--- src/rtl/turn_sched_pkg.sv ---
// Shared definitions for the memory-game turn scheduler.
// Holds the FSM state encoding, the result codes shown on the result port,
// the board index width and the helper that decides the winner.
package turn_sched_pkg;

  localparam int IDX_W = 4;
  localparam int VAL_W = 4;
  localparam int SCORE_W = 4;

  typedef logic [IDX_W-1:0]   idx_t;
  typedef logic [VAL_W-1:0]   val_t;
  typedef logic [SCORE_W-1:0] score_t;

  typedef enum logic [2:0] {
    S_IDLE    = 3'd0,
    S_PICK1   = 3'd1,
    S_PICK2   = 3'd2,
    S_COMPARE = 3'd3,
    S_SHOW    = 3'd4,
    S_OVER    = 3'd5
  } state_t;

  localparam logic [1:0] RES_NONE = 2'b00;
  localparam logic [1:0] RES_P1   = 2'b01;
  localparam logic [1:0] RES_P2   = 2'b10;
  localparam logic [1:0] RES_TIE  = 2'b11;

  function automatic logic [1:0] calc_result(input score_t s1, input score_t s2);
    if (s1 > s2)      return RES_P1;
    else if (s2 > s1) return RES_P2;
    else              return RES_TIE;
  endfunction

endpackage

--- src/rtl/turn_sched_timer.sv ---
// cycle_timer: loadable down-counter with terminal-count expire pulse.
// Ports:
//   clk, rst        clock, asynchronous active-low reset (clears the count)
//   i_load          load i_load_val into the counter (wins over counting)
//   i_load_val      number of counting cycles until expiry
//   i_count         decrement enable
//   o_expire        high for the single counting cycle in which the count is 1
// A load of N followed by N counting cycles gives o_expire on the Nth cycle.
// A load value of 0 never expires.
module cycle_timer #(
  parameter int W = 8
) (
  input  logic         clk,
  input  logic         rst,
  input  logic         i_load,
  input  logic [W-1:0] i_load_val,
  input  logic         i_count,
  output logic         o_expire
);

  logic [W-1:0] r_cnt;

  always_ff @(posedge clk or negedge rst) begin
    if (!rst) begin
      r_cnt <= '0;
    end else if (i_load) begin
      r_cnt <= i_load_val;
    end else if (i_count && (r_cnt != '0)) begin
      r_cnt <= r_cnt - W'(1);
    end
  end

  assign o_expire = i_count && (r_cnt == W'(1));

endmodule

--- src/rtl/turn_sched.sv ---
// turn_sched: two-player memory-game turn scheduler.
// Sequences card picks, compares the two revealed symbols, keeps scores,
// alternates turns and forfeits idle turns. Board storage is external.
// Ports:
//   clk, rst            clock, asynchronous active-low reset
//   start               pulse: begin/restart a game (IDLE or OVER only)
//   select, card_idx    pulse: pick the card at card_idx
//   card_val            symbol at card_idx (combinational from board)
//   card_avail          card at card_idx is face-down and unmatched
//   reveal_en/idx       pulse: turn card reveal_idx face-up
//   hide_en             pulse: turn idx_a and idx_b face-down
//   match_en            pulse: mark idx_a and idx_b matched
//   idx_a, idx_b        held pick positions
//   player              current turn (0 = player 1)
//   score1, score2      pairs won per player
//   result              00 play/idle, 01 P1 wins, 10 P2 wins, 11 tie
//
// state   | meaning
// IDLE    | waiting for start
// PICK1   | waiting for first card of the turn
// PICK2   | waiting for second card of the turn
// COMPARE | one cycle: judge the pair
// SHOW    | mismatched pair face-up for SHOW_CYCLES
// OVER    | all pairs won, result held until start
module turn_sched
  import turn_sched_pkg::*;
#(
  parameter int PAIRS        = 8,
  parameter int SHOW_CYCLES  = 50_000_000,
  parameter int TURN_TIMEOUT = 500_000_000
) (
  input  logic             clk,
  input  logic             rst,
  input  logic             start,
  input  logic             select,
  input  logic [IDX_W-1:0] card_idx,
  input  logic [VAL_W-1:0] card_val,
  input  logic             card_avail,
  output logic             reveal_en,
  output logic [IDX_W-1:0] reveal_idx,
  output logic             hide_en,
  output logic             match_en,
  output logic [IDX_W-1:0] idx_a,
  output logic [IDX_W-1:0] idx_b,
  output logic             player,
  output logic [3:0]       score1,
  output logic [3:0]       score2,
  output logic [1:0]       result
);

  localparam int TMR_MAX = (SHOW_CYCLES > TURN_TIMEOUT) ? SHOW_CYCLES : TURN_TIMEOUT;
  localparam int TMR_W   = $clog2(TMR_MAX + 1);
  localparam logic [TMR_W-1:0] SHOW_LOAD = TMR_W'(SHOW_CYCLES);
  localparam logic [TMR_W-1:0] TURN_LOAD = TMR_W'(TURN_TIMEOUT);
  localparam score_t           P_MAX     = SCORE_W'(PAIRS);
  localparam logic [SCORE_W:0] P_SUM     = (SCORE_W+1)'(PAIRS);

  state_t r_state, w_state_nxt;

  idx_t   r_idx_a, r_idx_b, r_reveal_idx;
  val_t   r_val_a, r_val_b;
  logic   r_reveal_en, r_hide_en, r_match_en;
  logic   r_player;
  score_t r_score1, r_score2;
  logic [1:0] r_result;

  logic w_start_ok, w_sel_ok, w_expire, w_timeout, w_match, w_game_done;
  logic w_reveal_nxt, w_hide_nxt, w_match_nxt, w_toggle;
  logic w_tmr_load, w_tmr_count;
  logic [TMR_W-1:0] w_tmr_val;
  score_t w_s1_nxt, w_s2_nxt;
  logic [SCORE_W:0] w_total;

  assign w_start_ok = start && ((r_state == S_IDLE) || (r_state == S_OVER));
  assign w_sel_ok   = select && card_avail &&
                      ((r_state == S_PICK1) ||
                       ((r_state == S_PICK2) && (card_idx != r_idx_a)));
  // An accepted select in the same cycle as expiry wins and reloads the timer.
  assign w_timeout  = w_expire && !w_sel_ok &&
                      ((r_state == S_PICK1) || (r_state == S_PICK2));
  assign w_match    = (r_val_a == r_val_b);

  // Post-increment scores for the current player, saturating at PAIRS.
  always_comb begin
    w_s1_nxt = r_score1;
    w_s2_nxt = r_score2;
    if (r_player == 1'b0) w_s1_nxt = (r_score1 >= P_MAX) ? P_MAX : r_score1 + SCORE_W'(1);
    else                  w_s2_nxt = (r_score2 >= P_MAX) ? P_MAX : r_score2 + SCORE_W'(1);
  end

  assign w_total     = {1'b0, w_s1_nxt} + {1'b0, w_s2_nxt};
  assign w_game_done = (w_total == P_SUM);

  // Shared timer: SHOW duration and per-pick turn timeout never overlap.
  cycle_timer #(.W(TMR_W)) u_timer (
    .clk        (clk),
    .rst        (rst),
    .i_load     (w_tmr_load),
    .i_load_val (w_tmr_val),
    .i_count    (w_tmr_count),
    .o_expire   (w_expire)
  );

  // State register
  always_ff @(posedge clk or negedge rst) begin
    if (!rst) r_state <= S_IDLE;
    else      r_state <= w_state_nxt;
  end

  // Next-state logic
  always_comb begin
    w_state_nxt = r_state;
    case (r_state)
      S_IDLE:    if (w_start_ok) w_state_nxt = S_PICK1;
      S_PICK1:   if (w_sel_ok) w_state_nxt = S_PICK2;
      S_PICK2:   if (w_sel_ok) w_state_nxt = S_COMPARE;
                 else if (w_timeout) w_state_nxt = S_PICK1;
      S_COMPARE: if (!w_match) w_state_nxt = S_SHOW;
                 else if (w_game_done) w_state_nxt = S_OVER;
                 else w_state_nxt = S_PICK1;
      S_SHOW:    if (w_expire) w_state_nxt = S_PICK1;
      S_OVER:    if (w_start_ok) w_state_nxt = S_PICK1;
      default:   w_state_nxt = S_IDLE;
    endcase
  end

  // Output / control logic (pulses are registered below)
  always_comb begin
    w_reveal_nxt = w_sel_ok;
    w_hide_nxt   = ((r_state == S_SHOW) && w_expire) ||
                   ((r_state == S_PICK2) && w_timeout);
    w_match_nxt  = (r_state == S_COMPARE) && w_match;
    w_toggle     = w_timeout || ((r_state == S_SHOW) && w_expire);
    w_tmr_count  = (r_state == S_PICK1) || (r_state == S_PICK2) || (r_state == S_SHOW);
    // Reload on every entry to PICK1/PICK2 (including the timeout self-loop),
    // on every accepted select, and when COMPARE hands over to SHOW.
    w_tmr_load   = w_start_ok || w_sel_ok || (r_state == S_COMPARE) ||
                   (w_expire && w_tmr_count);
    w_tmr_val    = ((r_state == S_COMPARE) && !w_match) ? SHOW_LOAD : TURN_LOAD;
  end

  // Datapath and registered pulses
  always_ff @(posedge clk or negedge rst) begin
    if (!rst) begin
      r_reveal_en  <= 1'b0;
      r_hide_en    <= 1'b0;
      r_match_en   <= 1'b0;
      r_reveal_idx <= '0;
      r_idx_a      <= '0;
      r_idx_b      <= '0;
      r_val_a      <= '0;
      r_val_b      <= '0;
      r_player     <= 1'b0;
      r_score1     <= '0;
      r_score2     <= '0;
      r_result     <= RES_NONE;
    end else begin
      r_reveal_en <= w_reveal_nxt;
      r_hide_en   <= w_hide_nxt;
      r_match_en  <= w_match_nxt;
      if (w_start_ok) begin
        r_player <= 1'b0;
        r_score1 <= '0;
        r_score2 <= '0;
        r_result <= RES_NONE;
      end else begin
        if (w_toggle) r_player <= ~r_player;
        if ((r_state == S_COMPARE) && w_match) begin
          r_score1 <= w_s1_nxt;
          r_score2 <= w_s2_nxt;
          if (w_game_done) r_result <= calc_result(w_s1_nxt, w_s2_nxt);
        end
      end
      if (w_sel_ok) begin
        r_reveal_idx <= card_idx;
        if (r_state == S_PICK1) begin
          r_idx_a <= card_idx;
          r_val_a <= card_val;
        end else begin
          r_idx_b <= card_idx;
          r_val_b <= card_val;
        end
      end
      // Forfeit with one card up: hide only that card.
      if ((r_state == S_PICK2) && w_timeout) r_idx_b <= r_idx_a;
    end
  end

  assign reveal_en  = r_reveal_en;
  assign reveal_idx = r_reveal_idx;
  assign hide_en    = r_hide_en;
  assign match_en   = r_match_en;
  assign idx_a      = r_idx_a;
  assign idx_b      = r_idx_b;
  assign player     = r_player;
  assign score1     = r_score1;
  assign score2     = r_score2;
  assign result     = r_result;

endmodule

--- config.mk ---
export PLATFORM = sky130hd
export DESIGN_NAME = turn_sched
export DESIGN_NICKNAME = d
export VERILOG_FILES = /design/src/rtl/turn_sched_pkg.sv /design/src/rtl/turn_sched_timer.sv /design/src/rtl/turn_sched.sv
export SDC_FILE = /design/constraint.sdc
export NUM_CORES = 1
export LEC_CHECK = 0
export CAP_MARGIN = 0
export CORE_ASPECT_RATIO = 0.8
export CORE_MARGIN = 2
export CORE_UTILIZATION = 57
export DETAILED_ROUTE_END_ITERATION = 16
export PLACE_DENSITY = 0.83
export SLEW_MARGIN = 20
export SYNTH_ARGS = -nofsm -noshare
export SYNTH_HDL_FRONTEND = slang
export SYNTH_SLANG_ARGS = --single-unit
--- constraint.sdc ---
create_clock -name clk -period 3.8 [get_ports clk]
set_input_delay 0.95 -clock clk [delete_from_list [all_inputs] [get_ports clk]]
set_output_delay 0.95 -clock clk [all_outputs]
set_load 0.01 [all_outputs]
==> impl_metrics.tcl <==
set metrics [dict create \
    status "completed" \
    core_area_um2 6410 \
    critPathCaptureType "register" \
    yosysWarnings 0 \
    worstSetupPathType "primary input to register" \
    slowest_stage "nand4_2" \
    synth.top_cells.by_count "dfrtp_1, nor2_1, a21oi_1" \
    final.setup_skew_ns 0.00860 \
    p_sw_mw 1.10 \
    p_seq_share_pct 39.1 \
    power.share.clock_pct 19.0 \
    fp.dieW_um 95.2 \
    vias 3050 \
    hold_viol 0 \
    period_minus_slack_ns 2.99 \
    wl_per_cell_um 16.3 \
    ys_seq_area_share_pct 43.6 \
    grt_util_all_layers_pct 24.7 \
    cts-root-buf "clkbuf_8" \
    synth-edff-count 0 \
    diodes 0 \
    place_ws_ns 0.513 \
    grt_pass1_wl_um 14100 \
    grt-ovfl-total 0 \
    yosysTopAreaCell "dfrtp_1" \
    required_ns 4.03 \
    hold_start "reveal_idx[1]$_DFFE_PN0P_" \
    cts_buffers 9 \
    synth_top_area_share_pct 43.6 \
    gp_congestion 0.825 \
    ctsResizeCount 0 \
    period_share_pct 78.7 \
    drt-initial-drc-count 258 \
    grt_max_degree 51 \
    p_int_mw 1.71 \
    r2r_setup_slack_ns 0.88 \
    drv_slew 0 \
    timing.fmax_ghz 0.334 \
    postSynthAreaPerCell_um2 10.0 \
    reg2reg_depth 6 \
    synth_seq_cells 66 \
    synthCells 379 \
    rr_startpoint "u_timer.r_cnt[3]$_DFFE_PN0P_" \
    critPathMaxStageDelay_ns 0.51 \
    fin_cells 508 \
    p_leak_nw 1.82 \
    hp-class "register to register" \
    drive_gt1_share_pct 12.3 \
    cap_violations 0 \
    cts_sinks 66 \
    cts_tree "done" \
    viasPerCell 6.00 \
    first_pass_iters 4 \
    cts.clk_slew.worst_paths_ns 0.07 \
    crit_family "simple AND/OR/NAND/NOR gates" \
    critPathArrivalTime_ns 3.22 \
    cp_num_buf_inv 1 \
    startpoint "card_idx[1]" \
    ioPinCount 39 \
    cp_cell_sequence "clkdlybuf4s50_1 -> xnor2_1 -> nand4_1 -> nand3_1 -> nand4_2 -> a221o_1" \
    switching_share_pct 39.2 \
    power_frac_comb_pct 41.9 \
    worst_pin_slew_ns 0.910 \
    num-nets-final 448 \
    dp_hpwl_um 5730 \
    portBuffers 38 \
    rr_endpoint "u_timer.r_cnt[16]$_DFFE_PN0P_" \
    cp-start-kind "primary input" \
    final.setup.worst_slack_ns 0.810 \
    synth_fp_nets 407 \
    min_path_cells 1 \
    synth-main-ff-cell "dfrtp_1" \
    postCtsSetupBuffers 0 \
    timing.hold.ws_ns 0.510 \
    async_flop_share_pct 100 \
    dieArea_um2 7320 \
    slew_headroom_pct 38.8 \
    postCtsHoldBufs 0 \
    tns_ns 0 \
    worstHoldEndpoint "reveal_idx[1]$_DFFE_PN0P_" \
    die_y_um 76.9 \
    antenna_found_initial 0 \
    rsz0062_at_grt "no" \
    first_global_vias 2940 \
    ys_types 60 \
    insertion_delay_ns 0.35 \
    placed_cells 493 \
    synth.top_cells.by_area "dfrtp_1, mux2_2, ha_1" \
    drcViolationCount 0 \
    cts_buffer_depth 2 \
    htree_levels 3 \
    initial_core_util_pct 59.1 \
    critPathMaxFanout 19 \
    fp-row-count 26 \
    final_util_pct 68.6 \
    vdd_drop_max_uv 418 \
    synth_area_um2 3790 \
    total_power_mw 2.81 \
    area_growth_pct 16.1 \
    routed_wl_um 8260 \
    ant_nets 0 \
    stdcell_area_um2 4400 \
    place_area_um2 4230 \
    setup_violations 0 \
    power_density_nw_per_um2 638 \
    yosysMostFrequentCell "dfrtp_1" \
]
cell type report:
cell class	count	area [um2]
clock inverters	2	12.5
flip-flops and latches	66	1650
multi-input cells	279	1960
fillers	479	2010
repair buffers	46	438
clock buffers	13	159
inverters	18	67.6
well taps	84	105
worst reg2reg max path: cells and delay by family (launching register included):
kind | cells | cell delay (ns)
and+or+nand+nor | 4 | 1.91
DFF | 1 | 0.42
AOI/OAI and AO/OA | 2 | 0.48
placed cells by master, fill, tap and decap left out, types with 4 or more instances in the layout:
cell type        instances
mux2_2                  17
inv_1                   18
clkdlybuf4s50_1         37
buf_4                    9
nand3_1                 14
o21ai_0                 10
xor2_1                  21
o22a_1                   5
a41oi_1                  4
a21oi_1                 28
nor2b_1                  5
ha_1                    15
o31ai_1                  5
nor3_1                   8
nor2_1                  36
o22ai_1                  7
nand4_1                  5
mux2i_1                  6
nand2_1                 19
nor4_1                  10
dfrtp_1                 66
xnor2_1                 10
nand4b_1                 4
clkbuf_8                11
worst max path at each step:
stage / endpoint / slack, ns / depth (start not counted)
2_1_floorplan: r_state[0]$_DFFE_PN0P_ / 1.08 / 8
3_3_place_gp: u_timer.r_cnt[16]$_DFFE_PN0P_ / 0.59 / 6
3_5_place_dp: u_timer.r_cnt[16]$_DFFE_PN0P_ / 0.51 / 6
4_1_cts: u_timer.r_cnt[16]$_DFFE_PN0P_ / 0.84 / 6
5_1_grt: u_timer.r_cnt[21]$_DFFE_PN0P_ / 0.68 / 7
6_report: u_timer.r_cnt[16]$_DFFE_PN0P_ / 0.81 / 6
power groups by stage:
stage | registers (mW) | clock network (mW) | logic (mW)
detailed placement | 1.10 | 0 | 1.17
global placement | 1.09 | 0 | 1.13
CTS | 1.10 | 0.541 | 1.17
floorplan | 1.08 | 0 | 0.876
finish | 1.10 | 0.532 | 1.18
global route | 1.13 | 0.575 | 1.31
layer usage:
| metal | vias to the layer above | wire, um | global-route usage, % | part of all wire, % |
|---|---|---|---|---|
| li1 | 1455 | - | - | - |
| met1 | 1486 | 3860 | 35.1 | 47 |
| met2 | 101 | 3830 | 36.8 | 46 |
| met3 | 8 | 497 | 8.06 | 6.0 |
| met4 | 0 | 73 | 5.80 | 0.88 |
| met5 | - | 0 | 0 | 0 |
registers in the layout, indices dropped and copies added (netlist names), 2 cells and up:
signal / count
u_timer.r_cnt: 29
idx_a: 4
idx_b: 4
r_val_a: 4
r_val_b: 4
reveal_idx: 4
score1: 4
score2: 4
r_state: 3
result: 2
logic make-up (layout without fill, tap and decap cells):
group	count (synthesis)	in the layout	synth area share, %
buffers and inverters	34	79	4.56
XOR/XNOR	31	31	7.17
AO/OA/AOI/OAI	81	81	14.0
AND/OR/NAND/NOR	128	128	18.8
flip-flops	66	66	43.6
multiplexers	24	24	6.94
adder cells (fa/ha/maj)	15	15	4.95
No activity file was read; power rests on OpenSTA's default activity.
